$ cat src/rtl/exec_unit.sv
// Execute stage sitting behind reg_file: latches two operands and an opcode,
// runs single-cycle ALU ops or an iterative shift-add multiply, and emits a
// one-cycle write-back strobe with result, flags and destination select.
//
// Handshake: START is a request that is honoured only while the block is
// IDLE (BUSY low); requests seen while BUSY are dropped, never queued. Each
// accepted request yields exactly one WR_EN/DONE cycle. An accepted op that
// is cut short by reset produces no strobe at all.
module exec_unit #(
    parameter int WIDTH = 4,
    parameter int SEL_W = 2
) (
    input  logic             clk,
    input  logic             rst_n,
    input  logic             START,
    input  logic [2:0]       OPCODE,
    input  logic [WIDTH-1:0] IN_A,
    input  logic [WIDTH-1:0] IN_B,
    input  logic [SEL_W-1:0] DEST,
    output logic             BUSY,
    output logic             DONE,
    output logic [WIDTH-1:0] RESULT,
    output logic             WR_EN,
    output logic [SEL_W-1:0] WR_SEL,
    output logic [3:0]       FLAGS,
    output logic [1:0]       DBG_STATE
);

    localparam int CNT_W = (WIDTH > 1) ? $clog2(WIDTH) : 1;

    typedef enum logic [1:0] {
        S_IDLE = 2'd0,
        S_EXEC = 2'd1,
        S_MUL  = 2'd2,
        S_WB   = 2'd3
    } state_t;

    typedef enum logic [2:0] {
        OP_ADD = 3'b000,
        OP_SUB = 3'b001,
        OP_AND = 3'b010,
        OP_OR  = 3'b011,
        OP_XOR = 3'b100,
        OP_SHL = 3'b101,
        OP_SHR = 3'b110,
        OP_MUL = 3'b111
    } op_t;

    state_t               r_state;
    state_t               w_next;
    op_t                  r_op;
    logic [WIDTH-1:0]     r_a;
    logic [WIDTH-1:0]     r_b;
    logic [2*WIDTH-1:0]   r_prod;
    logic [CNT_W-1:0]     r_cnt;
    logic [WIDTH-1:0]     r_result;
    logic [3:0]           r_flags;
    logic [SEL_W-1:0]     r_wr_sel;

    logic [WIDTH:0]       w_sum;
    logic [WIDTH:0]       w_diff;
    logic [2*WIDTH-1:0]   w_a_ext;
    logic [WIDTH-1:0]     w_alu_res;
    logic                 w_alu_c;
    logic                 w_alu_v;
    logic [3:0]           w_flags;

    assign w_sum   = {1'b0, r_a} + {1'b0, r_b};
    assign w_diff  = {1'b0, r_a} - {1'b0, r_b};
    assign w_a_ext = {{WIDTH{1'b0}}, r_a};

    // State register; reset aborts whatever op is in flight.
    always_ff @(posedge clk or negedge rst_n) begin
        if (!rst_n) begin
            r_state <= S_IDLE;
        end else begin
            r_state <= w_next;
        end
    end

    // Next-state decode and status outputs; WB is the only strobe state.
    always_comb begin
        w_next    = r_state;
        BUSY      = (r_state != S_IDLE);
        WR_EN     = (r_state == S_WB);
        DONE      = (r_state == S_WB);
        DBG_STATE = r_state;
        case (r_state)
            S_IDLE: begin
                if (START) begin
                    w_next = (OPCODE == OP_MUL) ? S_MUL : S_EXEC;
                end
            end
            S_MUL: begin
                // Last partial product goes in this cycle; EXEC then
                // derives result and flags from the finished product.
                if (r_cnt == CNT_W'(WIDTH - 1)) begin
                    w_next = S_EXEC;
                end
            end
            S_EXEC:  w_next = S_WB;
            S_WB:    w_next = S_IDLE;
            default: w_next = S_IDLE;
        endcase
    end

    // ALU: result plus carry/overflow for the latched op.
    always_comb begin
        w_alu_res = '0;
        w_alu_c   = 1'b0;
        w_alu_v   = 1'b0;
        case (r_op)
            OP_ADD: begin
                w_alu_res = w_sum[WIDTH-1:0];
                w_alu_c   = w_sum[WIDTH];
                w_alu_v   = (r_a[WIDTH-1] == r_b[WIDTH-1]) &&
                            (w_sum[WIDTH-1] != r_a[WIDTH-1]);
            end
            OP_SUB: begin
                w_alu_res = w_diff[WIDTH-1:0];
                w_alu_c   = w_diff[WIDTH];
                w_alu_v   = (r_a[WIDTH-1] != r_b[WIDTH-1]) &&
                            (w_diff[WIDTH-1] != r_a[WIDTH-1]);
            end
            OP_AND: w_alu_res = r_a & r_b;
            OP_OR:  w_alu_res = r_a | r_b;
            OP_XOR: w_alu_res = r_a ^ r_b;
            OP_SHL: begin
                w_alu_res = {r_a[WIDTH-2:0], 1'b0};
                w_alu_c   = r_a[WIDTH-1];
            end
            OP_SHR: begin
                w_alu_res = {1'b0, r_a[WIDTH-1:1]};
                w_alu_c   = r_a[0];
            end
            OP_MUL: begin
                w_alu_res = r_prod[WIDTH-1:0];
                w_alu_c   = |r_prod[2*WIDTH-1:WIDTH];
                w_alu_v   = |r_prod[2*WIDTH-1:WIDTH];
            end
            default: begin
                w_alu_res = '0;
            end
        endcase
        w_flags = {(w_alu_res == '0), w_alu_res[WIDTH-1], w_alu_c, w_alu_v};
    end

    // Datapath: operand latch on accept, shift-add steps, result capture.
    always_ff @(posedge clk or negedge rst_n) begin
        if (!rst_n) begin
            r_op     <= OP_ADD;
            r_a      <= '0;
            r_b      <= '0;
            r_prod   <= '0;
            r_cnt    <= '0;
            r_result <= '0;
            r_flags  <= '0;
            r_wr_sel <= '0;
        end else begin
            case (r_state)
                S_IDLE: begin
                    if (START) begin
                        r_op     <= op_t'(OPCODE);
                        r_a      <= IN_A;
                        r_b      <= IN_B;
                        r_wr_sel <= DEST;
                        r_prod   <= '0;
                        r_cnt    <= '0;
                    end
                end
                S_MUL: begin
                    if (r_b[r_cnt]) begin
                        r_prod <= r_prod + (w_a_ext << r_cnt);
                    end
                    r_cnt <= r_cnt + 1'b1;
                end
                S_EXEC: begin
                    r_result <= w_alu_res;
                    r_flags  <= w_flags;
                end
                default: begin
                end
            endcase
        end
    end

    assign RESULT = r_result;
    assign FLAGS  = r_flags;
    assign WR_SEL = r_wr_sel;

endmodule
$ cat config.mk
export PLATFORM = sky130hd
export DESIGN_NAME = exec_unit
export DESIGN_NICKNAME = d
export VERILOG_FILES = /design/src/rtl/exec_unit.sv
export SDC_FILE = /design/constraint.sdc
export NUM_CORES = 1
export LEC_CHECK = 0
export ABC_AREA = 1
export CORE_ASPECT_RATIO = 1.1
export CORE_MARGIN = 1
export CORE_UTILIZATION = 69
export DETAILED_ROUTE_END_ITERATION = 10
export DONT_BUFFER_PORTS = 1
export GPL_TIMING_DRIVEN = 0
export PLACE_DENSITY = 0.85
export SLEW_MARGIN = 15
export SYNTH_ARGS = -nofsm -noshare
export SYNTH_HDL_FRONTEND = slang
export SYNTH_SLANG_ARGS = --single-unit
$ cat constraint.sdc
create_clock -name clk -period 3.1 [get_ports clk]
set_input_delay 0.155 -clock clk [delete_from_list [all_inputs] [get_ports clk]]
set_output_delay 0.155 -clock clk [all_outputs]
set_load 0.02 [all_outputs]
==> out/summary.txt <==
Unrepaired setup endpoints after global routing - no
Count leader, synth - nand2_1
Layout cells sized above 1 - 13.9%
Worst Hold Class - input port to register
Largest net degree at the start of global routing - 33
Synth top cells by count - nand2_1 (82), dfrtp_1 (32), inv_1 (29), nand3_1 (29)
Required time worst endpoint - 3.36 ns
Critical Setup Path Class - register to register
Period utilisation layout - 72.5%
Critical Path Slowest Stage Cell - dfrtp_1
Slew Viols, Final - 0
R2R Path Start - r_a[1]
Critical Path Max Stage Delay - 0.54 ns
CP Capture Type - register
Mapped Cells - 330
Synth-to-layout area growth - 11.3%
Worst vdd ir - 0.000646 V
PnR worst setup slack - 0.851 ns
CP Data Arrival Time - 2.50 ns
Post-synth cell types - 38
LEAKAGE - 1.43 nW
Synth top area share - 32.1%
Initial core utilization - 73.7%
Sequential area share after synthesis - 32.1%
Die H - 65.1 um
Total Routing Usage GR - 37.1%
Clock skew - 0.0175 ns
CP Buf/Inv Count - 1
Worst-path cell chain - inv_1, nand2_1, o21ai_0, o21ai_0, ha_1, a21oi_1, nand2_1, nand3_1, nand3_1, nand4_1, nand2_1
CP most frequent cell - nand2_1
Seq cells post-synth - 32
Final ANT Viol Nets - 0
Leading area contributor after synthesis - dfrtp_1
Number of post-CTS setup repair buffers - 0
N_diodes - 0
Max_cap viols - 0
CP startpoint kind - register
Num rows - 22
Post-Syn Area - 0.00249 sq mm
TNS Setup - 0 ns
Die ar. - 0.00386 sq mm
Mean Syn Cell Area - 7.56 sq um
Die W - 59.3 um
Setup WS pre-CTS - 0.969 ns
Maximum clock rate - 0.445 GHz
Synth warnings - 0
Ys async rst share - 100%
CTS tree - built
CTS root buf - clkbuf_4
CP delay by family, top - simple AND/OR/NAND/NOR gates
Synth Flop Type - dfrtp_1
Initial antenna violation count - 0
Main area contributors after synthesis - dfrtp_1 (32%), nand2_1 (12%), ha_1 (12%)
Relative slew margins - 78.8%
Worst skew pair latency - 0.35 ns
Worst setup path startpoint - r_a[1]
Vias in the first global route - 2339
Run status - finished clean
DR pass1 iterations - 5
First-pass GRT wire length - 10400 um
Via density - 5.73
Final hold violations - 0
Routed WL per cell - 15.9 um
CTS buffer count - 5
Via count - 2299
Crit-path max FO - 7
Drt drc - 0
Cell Pwr Density - 1110 mW/mm^2
# clock sinks - 32
CTS H-Tree Depth - 2
Min cycle time layout - 2.25 ns
Std-Cell Core Area - 0.00339 sq mm
Number of port buffers - 0
Post-Route WL - 6380 um
CTS clock-pin slew for the worst setup and hold paths - 0.11 ns
Hold Crit Start - OPCODE[2]
Syn_nets - 373
Initial drt markers - 115
Grt ovf - 0
HPWL after detailed placement - 4510 um
Layout net count - 395
Ports - 31
Post-synth EDFFs - 0
Worst slew pin tran - 0.315 ns
Endpoints failing setup - 0
RD Place Congestion - 0.933
Clock Tree Buf Depth - 2
registers in the layout, indices dropped and copies added, names as in the netlist:
name and count:
r_b 4, DBG_STATE 2, RESULT 3, WR_SEL 2, r_prod 8, r_cnt 2, r_a 4, FLAGS 4
r_op 3
stage by stage:
stage | instance area (sq um) | utilization (%) | instances | total power [mW] | hold WS [ns]
floorplan | 2490 | - | 330 | 2.34 | -0.141
global placement | 2550 | 75.5 | 378 | 2.69 | -0.140
detailed placement | 2550 | 75.5 | 378 | 2.74 | -0.140
CTS | 2780 | 82.0 | 401 | 3.04 | 0.0297
global route | 2780 | 82.0 | 401 | 3.36 | 0.0525
finish | 2780 | 82.0 | 401 | 3.09 | 0.0557
cell type report:
class                           count  area [sq um]
Fill cell                         232           608
Tap cell                           48          60.1
Inverter                           39           149
Clock buffer                        7          55.1
Timing Repair Buffer               15           160
Clock inverter                      1          7.51
Sequential cell                    32           801
Multi-Input combinational cell    249          1470
Buffer                             10          78.8
path summary, 6_finish.rpt:
check	slack (ns)	cells past startpoint	endpoint
setup / recovery	0.85	11	r_prod[7]
hold / removal	0.06	2	DBG_STATE[1]
setup reg to reg	0.85	11	r_prod[7]
hold reg to reg	0.55	2	r_prod[5]
max in group asynchronous	2.66	2	FLAGS[1]
min in group asynchronous	0.24	2	r_prod[5]
per-layer routing:
metal	GRT usage [%]	part of all wire (%)
met1	41.0	39
met2	63.6	51
met3	8.58	4.7
met4	21.4	4.6
met5	0	0
layout by cell type (no fill, tap or decap), types with 3 or more instances in the layout:
cell type and instances:
buf_6 3, nand3_1 29, clkbuf_4 5, o21ai_2 3, nand4_1 10, buf_4 4, xnor2_1 4, o21ai_0 24
buf_2 3, nor2_2 4, dlygate4sd3_1 14, nand3_2 3, fa_1 3, inv_2 9, nand2_1 82, inv_1 29
o21ai_1 6, ha_1 24, nand2_2 5, nor2_1 22, a21oi_1 10, nor3_1 4, dfrtp_1 32
where the power goes:
group	internal [mW]	switching, mW
clock	0.111	0.151
sequential	0.594	0.262
combinational	0.712	1.26
timing repair:
item | in CTS | in global routing
gates resized for setup | 0 | 0
endpoints found under the hold margin | 45 | 0
endpoints found under the setup margin | 0 | 0
hold buffers | 15 | 0
kinds of logic (layout without fill, tap and decap cells):
| kind of cell | Yosys count | in the layout | share of synthesized area [%] |
|---|---|---|---|
| mux | 1 | 1 | 0.401 |
| compound gates | 53 | 53 | 12.4 |
| flops | 32 | 32 | 32.1 |
| xor+xnor | 5 | 5 | 1.76 |
| fa+ha+maj | 27 | 27 | 14.4 |
| buf+inv | 49 | 72 | 9.13 |
| simple gates | 163 | 163 | 29.7 |
No activity file was read; power rests on OpenSTA's default activity.
